$ cat src/rtl/addsub_sequencer_64.sv
// addsub_sequencer_64: multi-cycle 64-bit add/subtract/accumulate sequencer
// wrapped around a ripple-carry adder. Operands are registered at acceptance,
// held for SETTLE_CYCLES clocks while the ripple path settles, then captured.
// Optional feature macro: ADDSUB_SAT_EN (signed saturation on overflow).

// 64-bit ripple-carry adder: a plain chain of full adders.
module RippleCarryAdder_64bit (
  input  logic [63:0] a,
  input  logic [63:0] b,
  input  logic        c_in,
  output logic [63:0] sum,
  output logic        c_out
);

  localparam int unsigned W = 64;

  logic [W:0] carry;

  assign carry[0] = c_in;

  // One full adder per bit; carry ripples from bit 0 upward.
  for (genvar i = 0; i < W; i++) begin : g_fa
    assign sum[i]       = a[i] ^ b[i] ^ carry[i];
    assign carry[i + 1] = (a[i] & b[i]) | (carry[i] & (a[i] ^ b[i]));
  end

  assign c_out = carry[W];

endmodule

module addsub_sequencer_64 #(
  parameter int unsigned SETTLE_CYCLES = 2
) (
  input  logic        clk,
  input  logic        rst,
  input  logic        in_valid,
  output logic        in_ready,
  input  logic [1:0]  op,
  input  logic [63:0] in_a,
  input  logic [63:0] in_b,
  output logic        out_valid,
  input  logic        out_ready,
  output logic [63:0] result,
  output logic        c_out,
  output logic        overflow,
  output logic        zero,
  output logic        negative
);

  localparam int unsigned W     = 64;
  localparam int unsigned CNT_W = 4;

  localparam logic [1:0] OP_ADD = 2'b00;
  localparam logic [1:0] OP_SUB = 2'b01;
  localparam logic [1:0] OP_ACC = 2'b10;
  localparam logic [1:0] OP_CLR = 2'b11;

  typedef enum logic [1:0] {
    IDLE = 2'b00,
    EXEC = 2'b01,
    DONE = 2'b10
  } state_t;

  state_t           state, state_d;
  logic [CNT_W-1:0] cnt, cnt_d;
  logic             load_c;
  logic             capture_c;

  // Adder operand registers; the adder sees nothing else.
  logic [W-1:0] x;
  logic [W-1:0] y;
  logic         cin;
  logic [1:0]   op_q;
  logic [W-1:0] acc;

  logic [W-1:0] sum_c;
  logic         carry_c;
  logic         ov_c;
  logic [W-1:0] res_c;

  RippleCarryAdder_64bit u_adder (
    .a     (x),
    .b     (y),
    .c_in  (cin),
    .sum   (sum_c),
    .c_out (carry_c)
  );

  // Signed overflow: like-signed operands producing an opposite-signed sum.
  assign ov_c = (x[W-1] == y[W-1]) && (sum_c[W-1] != x[W-1]);

`ifdef ADDSUB_SAT_EN
  localparam logic [W-1:0] SAT_MAX = {1'b0, {(W-1){1'b1}}};
  localparam logic [W-1:0] SAT_MIN = {1'b1, {(W-1){1'b0}}};

  // Clamp toward the sign of X when an arithmetic op overflows.
  always_comb begin
    res_c = sum_c;
    if (ov_c && (op_q != OP_CLR)) begin
      res_c = x[W-1] ? SAT_MIN : SAT_MAX;
    end
  end
`else
  assign res_c = sum_c;
`endif

  // State register.
  always_ff @(posedge clk or negedge rst) begin
    if (!rst) begin
      state <= IDLE;
      cnt   <= '0;
    end else begin
      state <= state_d;
      cnt   <= cnt_d;
    end
  end

  // Next-state decode plus operand-load and result-capture strobes.
  always_comb begin
    state_d   = state;
    cnt_d     = cnt;
    load_c    = 1'b0;
    capture_c = 1'b0;
    unique case (state)
      IDLE: begin
        if (in_valid) begin
          load_c  = 1'b1;
          cnt_d   = CNT_W'(SETTLE_CYCLES - 1);
          state_d = EXEC;
        end
      end
      EXEC: begin
        if (cnt != '0) begin
          cnt_d = cnt - CNT_W'(1);
        end else begin
          capture_c = 1'b1;
          state_d   = DONE;
        end
      end
      DONE: begin
        if (out_ready) begin
          state_d = IDLE;
        end
      end
      default: begin
        state_d = IDLE;
      end
    endcase
  end

  // Handshake outputs registered from the next state so they track the FSM.
  always_ff @(posedge clk or negedge rst) begin
    if (!rst) begin
      in_ready  <= 1'b1;
      out_valid <= 1'b0;
    end else begin
      in_ready  <= (state_d == IDLE);
      out_valid <= (state_d == DONE);
    end
  end

  // Operand formation at acceptance: subtract is A + ~B + 1.
  always_ff @(posedge clk or negedge rst) begin
    if (!rst) begin
      x    <= '0;
      y    <= '0;
      cin  <= 1'b0;
      op_q <= OP_ADD;
    end else if (load_c) begin
      op_q <= op;
      unique case (op)
        OP_ADD: begin
          x   <= in_a;
          y   <= in_b;
          cin <= 1'b0;
        end
        OP_SUB: begin
          x   <= in_a;
          y   <= ~in_b;
          cin <= 1'b1;
        end
        OP_ACC: begin
          x   <= acc;
          y   <= in_a;
          cin <= 1'b0;
        end
        default: begin
          x   <= '0;
          y   <= '0;
          cin <= 1'b0;
        end
      endcase
    end
  end

  // Result, flag and accumulator capture at the end of the settle window.
  always_ff @(posedge clk or negedge rst) begin
    if (!rst) begin
      result   <= '0;
      c_out    <= 1'b0;
      overflow <= 1'b0;
      zero     <= 1'b0;
      negative <= 1'b0;
      acc      <= '0;
    end else if (capture_c) begin
      result   <= res_c;
      c_out    <= carry_c;
      overflow <= ov_c;
      zero     <= (res_c == '0);
      negative <= res_c[W-1];
      if (op_q == OP_ACC) begin
        acc <= res_c;
      end else if (op_q == OP_CLR) begin
        acc <= '0;
      end
    end
  end

endmodule

$ cat config.mk
export PLATFORM = sky130hd
export DESIGN_NAME = addsub_sequencer_64
export DESIGN_NICKNAME = d
export VERILOG_FILES = /design/src/rtl/addsub_sequencer_64.sv
export SDC_FILE = /design/constraint.sdc
export NUM_CORES = 1
export LEC_CHECK = 0
export BUFFER_PORTS_ARGS = -buffer_cell sky130_fd_sc_hd__clkbuf_2
export CAP_MARGIN = 10
export CORE_ASPECT_RATIO = 0.8
export CORE_UTILIZATION = 55
export DETAILED_ROUTE_END_ITERATION = 6
export PLACE_DENSITY = 0.88
export SLEW_MARGIN = 20
export SYNTH_ARGS = -nofsm -noshare
export SYNTH_HDL_FRONTEND = slang
export SYNTH_SLANG_ARGS = --single-unit
$ cat constraint.sdc
create_clock -name clk -period 51.8 [get_ports clk]
set_input_delay 7.77 -clock clk [delete_from_list [all_inputs] [get_ports clk]]
set_output_delay 7.77 -clock clk [all_outputs]
set_load 0.01 [all_outputs]
After elaboration in Yosys (flattened, before gate mapping)
Index checks and enable logic that the tools add are counted.
{"block": "op_classes", "addsub": 1, "eq_ne": 11, "muxes": 16, "bitwise": 321, "reduce_logical": 11}
{"cell": "one-hot mux 64 bit (3 select lines)", "n": 1}
{"cell": "AND 1 bit", "n": 128}
{"cell": "2-to-1 mux 64 bit", "n": 2}
{"cell": "one-hot mux 64 bit (2 select lines)", "n": 1}
{"cell": "bitwise XOR 1 bit", "n": 128}
{"cell": "logical NOT 64 bit", "n": 1}
{"cell": "NOT 64 bit", "n": 1}
{"cell": "bitwise OR 1 bit", "n": 64}
{"cell": "equality test 2 bit (second input constant)", "n": 5}
{"cell": "2-to-1 mux 4 bit", "n": 2}
{"cell": "one-hot mux 4 bit (2 select lines)", "n": 1}
{"cell": "logical NOT 2 bit", "n": 3}
{"cell": "2-to-1 mux 2 bit", "n": 3}
{"cell": "one-hot mux 2 bit (3 select lines)", "n": 1}
{"cell": "2-to-1 mux 1 bit", "n": 5}
{"cell": "equality test 2 x 1 -> 1 bit (second input constant)", "n": 2}
{"cell": "!= test 2 bit (second input constant)", "n": 2}
{"cell": "nonzero test 2 bit", "n": 2}
{"cell": "nonzero test 4 bit", "n": 1}
{"cell": "subtractor 4 x 1 -> 4 bit (second input constant)", "n": 1}
{"cell": "AND reduction 3 bit", "n": 1}
{"cell": "AND reduction 2 bit", "n": 1}
{"cell": "OR reduction 2 bit", "n": 1}
{"cell": "equality test 1 bit", "n": 1}
{"cell": "2 further kinds", "n": 2}
{"block": "word_totals", "regBits": 271, "input_bits": 134, "out_inout_bits": 70, "word_cells": 374}

Depth between registers and ports, before layout
Gate-level depths: netlist of run 1.
{"block": "depth", "word_depth": 130, "ltp_mapped": 73, "ltp_nobuf": 73}

Modules after synthesis
Synthesis of run 1 repeated with hierarchy kept, for this count alone.
{"block": "unflattened", "hier_cells": 1211, "hier_area_um2": 13236.4}
{"module": "addsub_sequencer_64", "instances": 1, "cells_each": 1137, "area_per_inst_um2": 11917.7, "seq_area_each_um2": 6757.7}
{"module": "RippleCarryAdder_64bit", "instances": 1, "cells_each": 74, "area_per_inst_um2": 1318.8, "seq_area_each_um2": 0.0}

Least setup slack after synthesis of run 1
Ideal clock, no wire load.
{"block": "synth_timing", "path_kind": "reg2reg", "start": "register cin", "end": "register zero", "t_arrival_ns": 24.933, "t_required_ns": 51.724, "slack_ns": 26.790, "path_stages_with_launch": 74, "cell_sequence": "dfrtp_1 > inv_1 > fa_1 > fa_1 > inv_1 > fa_1 > fa_1 > fa_1 > fa_1 > fa_1 > fa_1 > fa_1 > fa_1 > fa_1 > fa_1 > fa_1 > fa_1 > fa_1 > (+38 left out) > fa_1 > fa_1 > fa_1 > fa_1 > fa_1 > fa_1 > fa_1 > fa_1 > inv_1 > fa_1 > inv_1 > fa_1 > inv_1 > fa_1 > nor4b_1 > nand4_1 > or4_1 > o21ai_1"}
{"block": "synth_between", "elab_chain_cells": 128, "elab_cells_between_ends": 191, "classes_between": "190 x bitwise; 1 x reduce/logical"}
{"item": "from (decl)", "line_no": "72", "source": "logic cin;"}
{"item": "from (signal assigned)", "line_no": "167", "source": "cin <= 1'b0;"}
{"item": "from (signal assigned)", "line_no": "175", "source": "cin <= 1'b0;"}
{"item": "from (signal assigned)", "line_no": "180", "source": "cin <= 1'b1;"}
{"item": "AND 1 bit", "line_no": "24", "source": "assign carry[i + 1] = (a[i] & b[i]) | (carry[i] & (a[i] ^ b[i]));"}
{"item": "bitwise OR 1 bit", "line_no": "24"}
{"item": "AND 1 bit", "line_no": "24"}
{"item": "bitwise OR 1 bit", "line_no": "24"}
{"item": "AND 1 bit", "line_no": "24"}
{"item": "bitwise OR 1 bit", "line_no": "24"}
{"item": "AND 1 bit", "line_no": "24"}
{"item": "bitwise OR 1 bit", "line_no": "24"}
{"item": "(+112 left out)"}
{"item": "AND 1 bit", "line_no": "24"}
{"item": "bitwise OR 1 bit", "line_no": "24"}
{"item": "AND 1 bit", "line_no": "24"}
{"item": "bitwise OR 1 bit", "line_no": "24"}
{"item": "AND 1 bit", "line_no": "24"}
{"item": "bitwise OR 1 bit", "line_no": "24"}
{"item": "bitwise XOR 1 bit", "line_no": "23", "source": "assign sum[i] = a[i] ^ b[i] ^ carry[i];"}
{"item": "logical NOT 64 bit *", "line_no": "209", "source": "zero <= (res_c == '0);"}
{"item": "to (signal assigned)", "line_no": "209"}
{"item": "to (decl)", "line_no": "46", "source": "output logic zero,"}
Mark *: on every way between the ends. The rest lies on a longest branch, timed or not.
A chain may end at the register's enable or synchronous reset.

Worst setup path after layout of run 1
{"block": "layout_timing", "start": "register x[0]", "end": "register zero"}
{"block": "layout_between", "elab_chain_cells": 129, "elab_cells_between_ends": 193, "classes_between": "192 x bitwise; 1 x reduce/logical"}
{"item": "from (decl)", "line_no": "70", "source": "logic [W-1:0] x;"}
{"item": "from (signal assigned)", "line_no": "173", "source": "x <= in_a;"}
{"item": "from (signal assigned)", "line_no": "178", "source": "x <= in_a;"}
{"item": "bitwise XOR 1 bit", "line_no": "23, 24"}
{"item": "AND 1 bit", "line_no": "24"}
{"item": "bitwise OR 1 bit", "line_no": "24"}
{"item": "AND 1 bit", "line_no": "24"}
{"item": "bitwise OR 1 bit", "line_no": "24"}
{"item": "AND 1 bit", "line_no": "24"}
{"item": "bitwise OR 1 bit", "line_no": "24"}
{"item": "AND 1 bit", "line_no": "24"}
{"item": "(+113 left out)"}
{"item": "AND 1 bit", "line_no": "24"}
{"item": "bitwise OR 1 bit", "line_no": "24"}
{"item": "AND 1 bit", "line_no": "24"}
{"item": "bitwise OR 1 bit", "line_no": "24"}
{"item": "AND 1 bit", "line_no": "24"}
{"item": "bitwise OR 1 bit", "line_no": "24"}
{"item": "bitwise XOR 1 bit", "line_no": "23"}
{"item": "logical NOT 64 bit *", "line_no": "209"}
Marks and branches as above.

==> flow_summary_export.csv, run 1 <==
group,metric,value,unit
place,dp_hpwl,22.3,mm
pwr,power.density,75.5,nW/um^2
floorplanning,die_area,24800,sq um
floorplanning,die_h,141,um
synth,syn_inst,1150,
pwr,power_frac_comb,0.482,
synth,synth_top_area_frac,0.505,
setup_path,cp.arrival,27.13,ns
timing,fin_tns_setup,0,ns
timing,hold_viol,0,
clock_tree,clock_sinks,270,
clock_tree,clk_latency,0.54,ns
final_layout,mostFrequentLayoutCells,"dfrtp_1, clkbuf_2, nor2_1",
pwr,p_sw_frac,0.408,
synth,yosys_warnings,0,
drt,drc,0,
timing,setup_viol,0,
clock_tree,clk_path_buf_depth,3,
final_layout,fin_area,15400,sq um
synth,avgSynthCellArea,11.6,sq um
place,port_buffers,203,
setup_path,timing.rr.start,"x[0]$_DFFE_PN0P_",
pwr,p_sw,0.000474,W
pwr,p_int,0.000686,W
status,status,"finished, final reports clean",
synth,ys_ff_latch,270,
synth,yosys.area.top_type,"dfrtp_1",
drt,drt_first_iter_violations,783,
timing,hold_ws,0.482,ns
timing,worst_pin_slew,1.07,ns
clock_tree,cts_tree,"done",
setup_path,r2r_cells,73,
grt,grt.total_usage,0.276,
grt,grt_max_degree,118,
floorplanning,core,23600,sq um
drt,wl_per_cell,20.6,um
synth,synth_cell_types,41,
grt,first_global_vias,9873,
timing,fin_skew,0.0247,ns
drt,drt_wl_total,33.5,mm
floorplanning,start_util,0.565,
grt,grt_pass1_wl,53.2,mm
drt,via_count,9975,
clock_tree,htreeDepth,1,
clock_tree,cts_buffers,27,
clock_tree,holdBufCountCts,0,
setup_path,critPathCaptureType,"flip-flop",
synth,syn_area,13300,sq um
grt,antenna_found_initial,2,
final_layout,finalNetCount,1500,
floorplanning,die_width,176,um
synth,synth-main-ff-cell,"dfrtp_1",
final_layout,drive_above_1_share,0.251,
timing,timing.final.crit_share,0.515,
drt,vias_per_cell,6.11,
pwr,static-leakage-power,6.86,nW
synth,ys_seq_area_frac,0.507,
pwr,power.share.clock,0.177,
timing,fin_crit,26.68,ns
pwr,seqPwrFrac,0.341,
floorplanning,num_rows,50,
clock_tree,cts_root_buf,"clkbuf_16",
setup_path,slowest_stage,"or4_1",
setup_path,r2r_slack,25.12,ns
place,gp_congestion,0.860,
timing,max_slew_margin,0.289,
final_layout,final_common_cell,"dfrtp_1",
clock_tree,cts.clk_slew.worst_paths,0.06,ns
synth,async_flop_share,1.00,
setup_path,worstSetupPathType,"flip-flop to flip-flop",
floorplanning,ioPinCount,204,
clock_tree,cts_resized,0,
clock_tree,cts_post_setup_buffers_inserted,0,
timing,rsz0062_at_grt,"no",
synth,syn_nets,1351,
place,placed_area,14400,sq um
timing,fmax,37.5,MHz
timing,timing.final.max_slew_violations,0,
synth,synth_edf_count,0,
drt,dr.pass1.iters,5,
setup_path,max_stage_delay,0.51,ns
setup_path,cp_max_fo,4,
setup_path,critPathLaunch,"x[0]$_DFFE_PN0P_",
min_path,hold_path_class,"flip-flop to flip-flop",
pwr,ir_drop,0.0000349,V
synth,synth.area.top_cells,"dfrtp_1, fa_1, mux2_2",
setup_path,cpMostUsedCell,"fa_1",
setup_path,start_kind,"flip-flop",
drt,ant_nets,0,
setup_path,worst_ep_required_time,52.25,ns
setup_path,r2r-end,"zero$_DFFE_PN0P_",
grt,grt-ovfl-total,0,
setup_path,crit_path_end,"zero$_DFFE_PN0P_",
job,drv_cap,0,
final_layout,area_delta_synth_final,15.4,%
[logic make-up after synthesis]
kind of cell    Yosys count  share of synthesized area
simple gates            305                      0.106
compound gates          270                      0.149
flops                   270                      0.507
mux                     125                     0.0997
buf+inv                 110                     0.0372
fa+ha+maj                67                     0.0990
xor+xnor                  3                    0.00197
[cells in the mapped netlist (all sizes together) (2+ instances only)]
library cell	n
a21oi	4
a221oi	63
buf	52
clkbuf	42
dfrtp	269
fa	64
ha	3
inv	16
mux2	61
mux2i	64
nand2	88
nand2b	58
nand3	4
nand4	4
nor2	125
nor4	13
nor4b	2
o21a	60
o21ai	73
o221ai	60
o22ai	4
o31ai	5
or2b	3
xor2	3
[layout make-up]
type,instances,area [sq um]
Fill cell,1723,8220
Sequential cell,270,6760
Multi-Input combinational cell,770,6100
Timing Repair Buffer,214,1110
Clock buffer,39,811
Tap cell,312,390
Clock inverter,9,133
Inverter,16,60.1
Antenna cell,2,5.00
[through the flow]
stage,cells,total power [W],utilization,setup slack (ns)
after global placement,1582,0.000913,0.611,25.79
final,1632,0.00116,0.652,25.12
after CTS,1630,0.00116,0.651,25.19
after global routing,1632,0.00124,0.652,24.38
after detailed placement,1582,0.000942,0.611,25.48
after floorplan,1150,0.000750,-,26.79
[per-layer routing]
metal | up-vias | GRT usage | part of all wire
li1 | 4418 | - | -
met2 | 448 | 0.432 | 0.46
met4 | 0 | 0.0746 | 0.024
met3 | 61 | 0.0437 | 0.078
met5 | - | 0 | 0
met1 | 5048 | 0.403 | 0.43
[state kept, by name, summed over array words and instances (netlist names)]
signal	flops
x	64
c_out	1
y	64
op_q	2
in_ready	1
zero	1
acc	64
cnt	4
cin	1
out_valid	1
result	64
state	2
overflow	1
[power by group through the flow]
stage | Combinational [W] | Sequential [W] | Clock [W]
floorplan | 0.000365 | 0.000385 | 0
global placement | 0.000521 | 0.000391 | 0
detailed placement | 0.000544 | 0.000398 | 0
CTS | 0.000553 | 0.000396 | 0.000208
global route | 0.000611 | 0.000409 | 0.000216
finish | 0.000559 | 0.000396 | 0.000205
[how the worst min path moves through the flow]
stage | startpoint | end | slack (ns) | cells past startpoint
3_5_place_dp | acc[0]$_DFFE_PN0P_ | acc[0]$_DFFE_PN0P_ | 0.47 | 2
3_3_place_gp | acc[3]$_DFFE_PN0P_ | acc[3]$_DFFE_PN0P_ | 0.46 | 2
5_1_grt | acc[38]$_DFFE_PN0P_ | acc[38]$_DFFE_PN0P_ | 0.50 | 2
4_1_cts | acc[0]$_DFFE_PN0P_ | acc[0]$_DFFE_PN0P_ | 0.48 | 2
2_1_floorplan | acc[63]$_DFFE_PN0P_ | acc[63]$_DFFE_PN0P_ | 0.45 | 2
6_report | acc[0]$_DFFE_PN0P_ | acc[0]$_DFFE_PN0P_ | 0.48 | 2
[worst max-delay path, delay by kind of cell, from the launching register on]
family	cells	cell delay, ns
AO/OA/AOI/OAI	1	0.12
flip-flops	1	0.37
AND/OR/NAND/NOR	3	0.98
buffers and inverters	5	0.38
adder cells (fa/ha/maj)	64	24.71
Note: power is estimated with default switching activity, not from simulation.
==> run 2: changes to the inputs <==
--- a/config.mk
+++ b/config.mk
@@ -8,9 +8,9 @@
 export BUFFER_PORTS_ARGS = -buffer_cell sky130_fd_sc_hd__clkbuf_2
 export CAP_MARGIN = 10
 export CORE_ASPECT_RATIO = 0.8
-export CORE_UTILIZATION = 55
+export CORE_UTILIZATION = 52
 export DETAILED_ROUTE_END_ITERATION = 6
-export PLACE_DENSITY = 0.88
+export PLACE_DENSITY = 0.87
 export SLEW_MARGIN = 20
 export SYNTH_ARGS = -nofsm -noshare
 export SYNTH_HDL_FRONTEND = slang
==> constraint.sdc (replaced) <==
create_clock -name clk -period 21.6 [get_ports clk]
set_input_delay 3.24 -clock clk [delete_from_list [all_inputs] [get_ports clk]]
set_output_delay 3.24 -clock clk [all_outputs]
set_load 0.01 [all_outputs]
==> flow_summary_export.csv, run 2 (synthesized netlist as in run 1, its figures left out) <==
group,metric,value,unit
floorplanning,start_util,0.538,
clock_tree,cts_tree,"done",
place,dp_hpwl,22.7,mm
pwr,p_sw,0.00119,W
setup_path,critPathLaunch,"cin$_DFFE_PN0P_",
status,status,"finished, violations left",
floorplanning,die_h,145,um
grt,grt_pass1_wl,56.1,mm
pwr,power.share.clock,0.164,
setup_path,slowest_stage,"or4_1",
min_path,min_path_cells,2,
floorplanning,num_rows,51,
timing,setup_viol,13,
pwr,seqPwrFrac,0.322,
pwr,p_sw_frac,0.403,
setup_path,cp.arrival,23.94,ns
setup_path,cp_max_fo,2,
pwr,static-leakage-power,6.90,nW
drt,drt_wl_total,34.8,mm
final_layout,fin_area,15700,sq um
grt,grt.total_usage,0.271,
grt,grt-ovfl-total,0,
final_layout,area_delta_synth_final,17.9,%
drt,via_count,9995,
min_path,hold_end,"acc[27]$_DFFE_PN0P_",
timing,fin_skew,0.0111,ns
clock_tree,holdBufCountCts,0,
pwr,p_int,0.00177,W
setup_path,timing.rr.start,"cin$_DFFE_PN0P_",
timing,worst_pin_slew,1.16,ns
setup_path,worstPathBufferInverterCount,5,
final_layout,drive_above_1_share,0.312,
setup_path,r2r_cells,73,
pwr,power.density,189,nW/um^2
timing,timing.final.crit_share,1.09,
clock_tree,htreeDepth,1,
final_layout,final_common_cell,"dfrtp_1",
job,drv_cap,0,
final_layout,mostFrequentLayoutCells,"dfrtp_1, clkbuf_2, nor2_1",
setup_path,r2r_slack,-1.90,ns
grt,first_global_vias,10290,
clock_tree,cts_root_buf,"clkbuf_16",
timing,fin_ws,-1.90,ns
final_layout,finalNetCount,1511,
status,failed_checks,"negative setup slack",
clock_tree,clk_latency,0.54,ns
setup_path,critPathCaptureType,"flip-flop",
clock_tree,clk_path_buf_depth,3,
drt,drt_first_iter_violations,744,
drt,wl_per_cell,21.1,um
timing,hold_viol,0,
floorplanning,ioPinCount,204,
timing,fmax,42.6,MHz
drt,ant_nets,0,
pwr,ir_drop,0.0000838,V
clock_tree,cts_buffers,28,
setup_path,max_stage_delay,0.43,ns
timing,timing.final.max_slew_violations,0,
setup_path,cpMostUsedCell,"fa_2",
drt,drc,0,
min_path,holdCritStartpoint,"acc[27]$_DFFE_PN0P_",
setup_path,worstSetupPathType,"flip-flop to flip-flop",
grt,antenna_found_initial,4,
timing,fin_tns_setup,-14.25,ns
grt,grt_max_degree,127,
floorplanning,die_width,181,um
timing,rsz0062_at_grt,"yes",
min_path,hold_path_class,"flip-flop to flip-flop",
clock_tree,cts.clk_slew.worst_paths,0.06,ns
floorplanning,core,24800,sq um
place,port_buffers,203,
setup_path,start_kind,"flip-flop",
drt,dr.pass1.iters,4,
setup_path,worst_ep_required_time,22.04,ns
clock_tree,clock_sinks,270,
timing,max_slew_margin,0.224,
setup_path,crit_family,"adder cells",
timing,fin_crit,23.50,ns
place,gp_congestion,0.824,
drt,vias_per_cell,6.05,
setup_path,r2r-end,"zero$_DFFE_PN0P_",
floorplanning,die_area,26300,sq um
place,placed_area,14600,sq um
pwr,power_frac_comb,0.515,
==> run 2: worst min-delay path, delay by kind of cell, from the launching register on <==
family / cells / cell delay (ns)
DFF: 1 / 0.34
AOI/OAI and AO/OA: 1 / 0.06
and+or+nand+nor: 1 / 0.04
==> run 2: how the worst max path moves through the flow <==
stage	depth (start not counted)	endpoint	slack, ns
floorplan	73	zero$_DFFE_PN0P_	-1.05
global placement	73	zero$_DFFE_PN0P_	-1.63
detailed placement	73	zero$_DFFE_PN0P_	-1.92
CTS	73	zero$_DFFE_PN0P_	-1.87
global route	73	zero$_DFFE_PN0P_	-2.49
finish	73	zero$_DFFE_PN0P_	-1.90
==> run 2: timing repair <==
action | in CTS | in global routing
buffers inserted | 8 | 2
pin swaps | 4 | 1
setup endpoints to repair | 13 | 15
resized for setup | 26 | 10
==> run 2: power by group through the flow <==
stage               Sequential [W]  Combinational [W]  Clock (W)
floorplan                 0.000932           0.000921          0
global placement          0.000942            0.00138          0
detailed placement        0.000958            0.00143          0
CTS                       0.000953            0.00155   0.000491
global route              0.000985            0.00166   0.000513
finish                    0.000953            0.00152   0.000485
==> run 2: per-stage QoR <==
stage	utilization	hold WS, ns	total power (W)	cells	worst slack, ns
after detailed placement	0.592	0.471	0.00239	1597	-1.92
final	0.634	0.482	0.00296	1653	-1.90
after CTS	0.635	0.484	0.00299	1657	-1.87
after global placement	0.592	0.461	0.00232	1597	-1.63
after global routing	0.634	0.509	0.00316	1652	-2.49
after floorplan	-	0.449	0.00185	1150	-1.05
==> run 2: area by class of cell <==
class / count / area, sq um
antenna: 3 / 7.51
tap: 318 / 398
multi-input combinational: 770 / 6320
timing repair buffer: 224 / 1220
inverter: 16 / 60.1
clock buffer: 47 / 883
fill: 1883 / 9060
sequential: 270 / 6760
clock inverter: 5 / 50.0
==> run 2: routing by layer <==
layer | part of all wire | track usage | vias up
met4 | 0.029 | 0.0889 | 0
met1 | 0.43 | 0.387 | 5075
li1 | - | - | 4442
met2 | 0.46 | 0.419 | 405
met3 | 0.075 | 0.0525 | 73
met5 | 0 | 0 | -
==> run 3: changes to the inputs <==
--- a/config.mk
+++ b/config.mk
@@ -5,6 +5,7 @@
 export SDC_FILE = /design/constraint.sdc
 export NUM_CORES = 1
 export LEC_CHECK = 0
+export ABC_AREA = 1
 export BUFFER_PORTS_ARGS = -buffer_cell sky130_fd_sc_hd__clkbuf_2
 export CAP_MARGIN = 10
 export CORE_ASPECT_RATIO = 0.8
==> flow_summary_export.csv, run 3 <==
group,metric,value,unit
timing,hold_viol,0,
synth,synthAdderAreaFrac,0.0995,
floorplanning,start_util,0.537,
clock_tree,clock_sinks,270,
setup_path,worstPathBufferInverterCount,6,
synth,async_flop_share,1.00,
final_layout,mostFrequentLayoutCells,"nand2_1, dfrtp_1, clkbuf_2",
final_layout,drive_above_1_share,0.237,
floorplanning,core,24700,sq um
setup_path,cpMostUsedCell,"fa_2",
synth,synth_xor_area_frac,0,
place,dp_hpwl,22.5,mm
clock_tree,clk_path_buf_depth,3,
drt,ant_nets,0,
synth,synth.area.top_cells,"dfrtp_1, nand2_1, fa_1",
drt,wl_per_cell,18.5,um
synth,synth_most_common_cell,"nand2_1",
final_layout,instances_no_fill,1947,
grt,grt_pass1_wl,57.7,mm
synth,ys_ff_latch,270,
grt,antenna_found_initial,0,
synth,synth_top_area_frac,0.508,
drt,drt-met1-wl,15.1,mm
clock_tree,cts.clk_slew.worst_paths,0.07,ns
status,failed_checks,"negative setup slack",
place,port_buffers,203,
place,place_inst,1892,
final_layout,final_common_cell,"nand2_1",
drt,drt_wl_total,36.0,mm
drt,drc,0,
synth,yosys.area_share.simple,0.177,
grt,first_global_vias,11489,
grt,grt-ovfl-total,0,
drt,vias_per_cell,5.77,
clock_tree,cts_tree,"done",
final_layout,ff_latch_area,6760,sq um
pwr,ir_drop,0.0000958,V
synth,avgSynthCellArea,9.12,sq um
timing,fin_crit,23.43,ns
timing,setup_viol,14,
clock_tree,htreeDepth,1,
timing,rsz0062_at_grt,"yes",
synth,synth_compound_area_frac,0.147,
setup_path,worst_ep_required_time,22.03,ns
final_layout,fin_area,15700,sq um
drt,via_count,11230,
setup_path,start_kind,"flip-flop",
final_layout,antennaDiodeCount,0,
grt,grt_max_degree,117,
status,status,"finished, violations left",
drt,wl_met3,2.53,mm
min_path,hold_path_class,"flip-flop to flip-flop",
synth,yosys_warnings,0,
clock_tree,cts_root_buf,"clkbuf_16",
floorplanning,die_width,181,um
clock_tree,clk_latency,0.55,ns
drt,drt_first_iter_violations,1053,
synth,synth_top_family_by_area,"simple AND/OR/NAND/NOR gates",
drt,wl_met2,17.2,mm
setup_path,critPathCaptureType,"flip-flop",
synth,synthMuxAreaShare,0,
timing,timing.final.crit_share,1.08,
place,placed_area,14500,sq um
timing,max_slew_margin,0.297,
synth,synth_edf_count,0,
final_layout,finalCoreUtilization,0.635,
setup_path,slowest_stage,"fa_1",
synth,ys_seq_area_frac,0.510,
synth,synth_cell_types,28,
clock_tree,cts_buffers,28,
synth,syn_inst,1454,
timing,fin_tns_setup,-16.08,ns
pwr,power.density,173,nW/um^2
drt,dr.pass1.iters,6,
synth,yosys-top-cells-count,"nand2_1, dfrtp_1, nor2_1, inv_1, o221ai_1",
drt,top_layer,"met4",
synth,syn_nets,1655,
floorplanning,die_h,145,um
synth,syn_area,13300,sq um
pwr,static-leakage-power,7.80,nW
setup_path,worstSetupPathType,"flip-flop to flip-flop",
setup_path,cp_max_fo,3,
final_layout,fill_cells,1920,
floorplanning,die_area,26100,sq um
setup_path,crit_family,"adder cells",
timing,fin_ws,-1.83,ns
synth,yosys.area.top_type,"dfrtp_1",
setup_path,max_stage_delay,0.42,ns
final_layout,area_delta_synth_final,18.3,%
grt,grt.total_usage,0.277,
final_layout,multi_input_area,5870,sq um
timing,fin_skew,0.0234,ns
job,drv_cap,0,
final_layout,finalNetCount,1808,
floorplanning,ioPinCount,204,
floorplanning,num_rows,51,
timing,worst_pin_slew,1.05,ns
setup_path,cp.arrival,23.86,ns
pwr,p_total,0.00272,W
place,gp_congestion,0.833,
synth,synth-main-ff-cell,"dfrtp_1",
timing,fmax,42.7,MHz
timing,timing.final.max_slew_violations,0,
run 3: cell types whose count changed in the layout (fill, tap and decap cells not counted), moves of 11 or more:
cell	previous run	this run
a21oi_1	4	62
a221oi_1	63	0
inv_1	8	84
mux2_2	57	0
mux2i_1	64	0
nand2_1	86	449
nand2_2	1	21
nand2b_1	55	0
nor2_1	124	98
nor4_1	11	0
o21a_1	60	1
o21ai_1	3	67
o22ai_1	4	57
run 3: through the flow:
step,hold WS [ns],setup slack (ns)
global placement,0.460,-1.30
global route,0.506,-2.25
detailed placement,0.467,-1.62
CTS,0.484,-1.76
finish,0.478,-1.83
floorplan,0.445,-0.737
run 3: kinds of logic (layout without fill, tap and decap cells):
logic type / count (synthesis) / after routing
simple gates: 599 / 599
compound gates: 323 / 323
flops: 270 / 270
buf+inv: 195 / 370
fa+ha+maj: 67 / 67
run 3: metal layers:
layer,GRT usage,up-vias
met3,0.0460,89
met1,0.368,5503
met5,0,-
met2,0.462,537
li1,-,5101
met4,0.110,0
run 3: path summary, 6_finish.rpt:
check                                  startpoint  slack (ns)                endpoint  depth (start not counted)
max                              x[0]$_DFFE_PN0P_       -1.83        zero$_DFFE_PN0P_                         75
min                        result[24]$_DFFE_PN0P_        0.48  result[24]$_DFFE_PN0P_                          2
max reg2reg                      x[0]$_DFFE_PN0P_       -1.83        zero$_DFFE_PN0P_                         75
min reg2reg                result[24]$_DFFE_PN0P_        0.48  result[24]$_DFFE_PN0P_                          2
max in group asynchronous                     rst       17.27     acc[34]$_DFFE_PN0P_                          2
min in group asynchronous                     rst        2.78   result[2]$_DFFE_PN0P_                          1
run 3: repair_timing:
item	4_1_cts	5_1_grt
endpoints found under the hold margin	0	0
setup buffers	0	4
cloned	0	0
pin swaps	3	3
hold buffers	0	0
gates resized for setup	19	9
endpoints found under the setup margin	14	17
run 3: where the power goes:
part           internal (W)  total [W]  switching (W)
logic              0.000496    0.00122       0.000722
registers          0.000742   0.000922       0.000180
clock network      0.000362   0.000578       0.000216
total               0.00160    0.00272        0.00112
run 3: layout make-up:
type | instances | area share
flip-flops and latches | 270 | 0.431
multi-input cells | 989 | 0.374
repair buffers | 220 | 0.0745
clock buffers | 32 | 0.0483
well taps | 318 | 0.0254
inverters | 98 | 0.0237
clock inverters | 20 | 0.0231
run 3: worst min-delay path, cell delays in order (launching register included):
cell and delay [ns]:
dfrtp_1 0.34, nand2_1 0.05, nand2_1 0.05
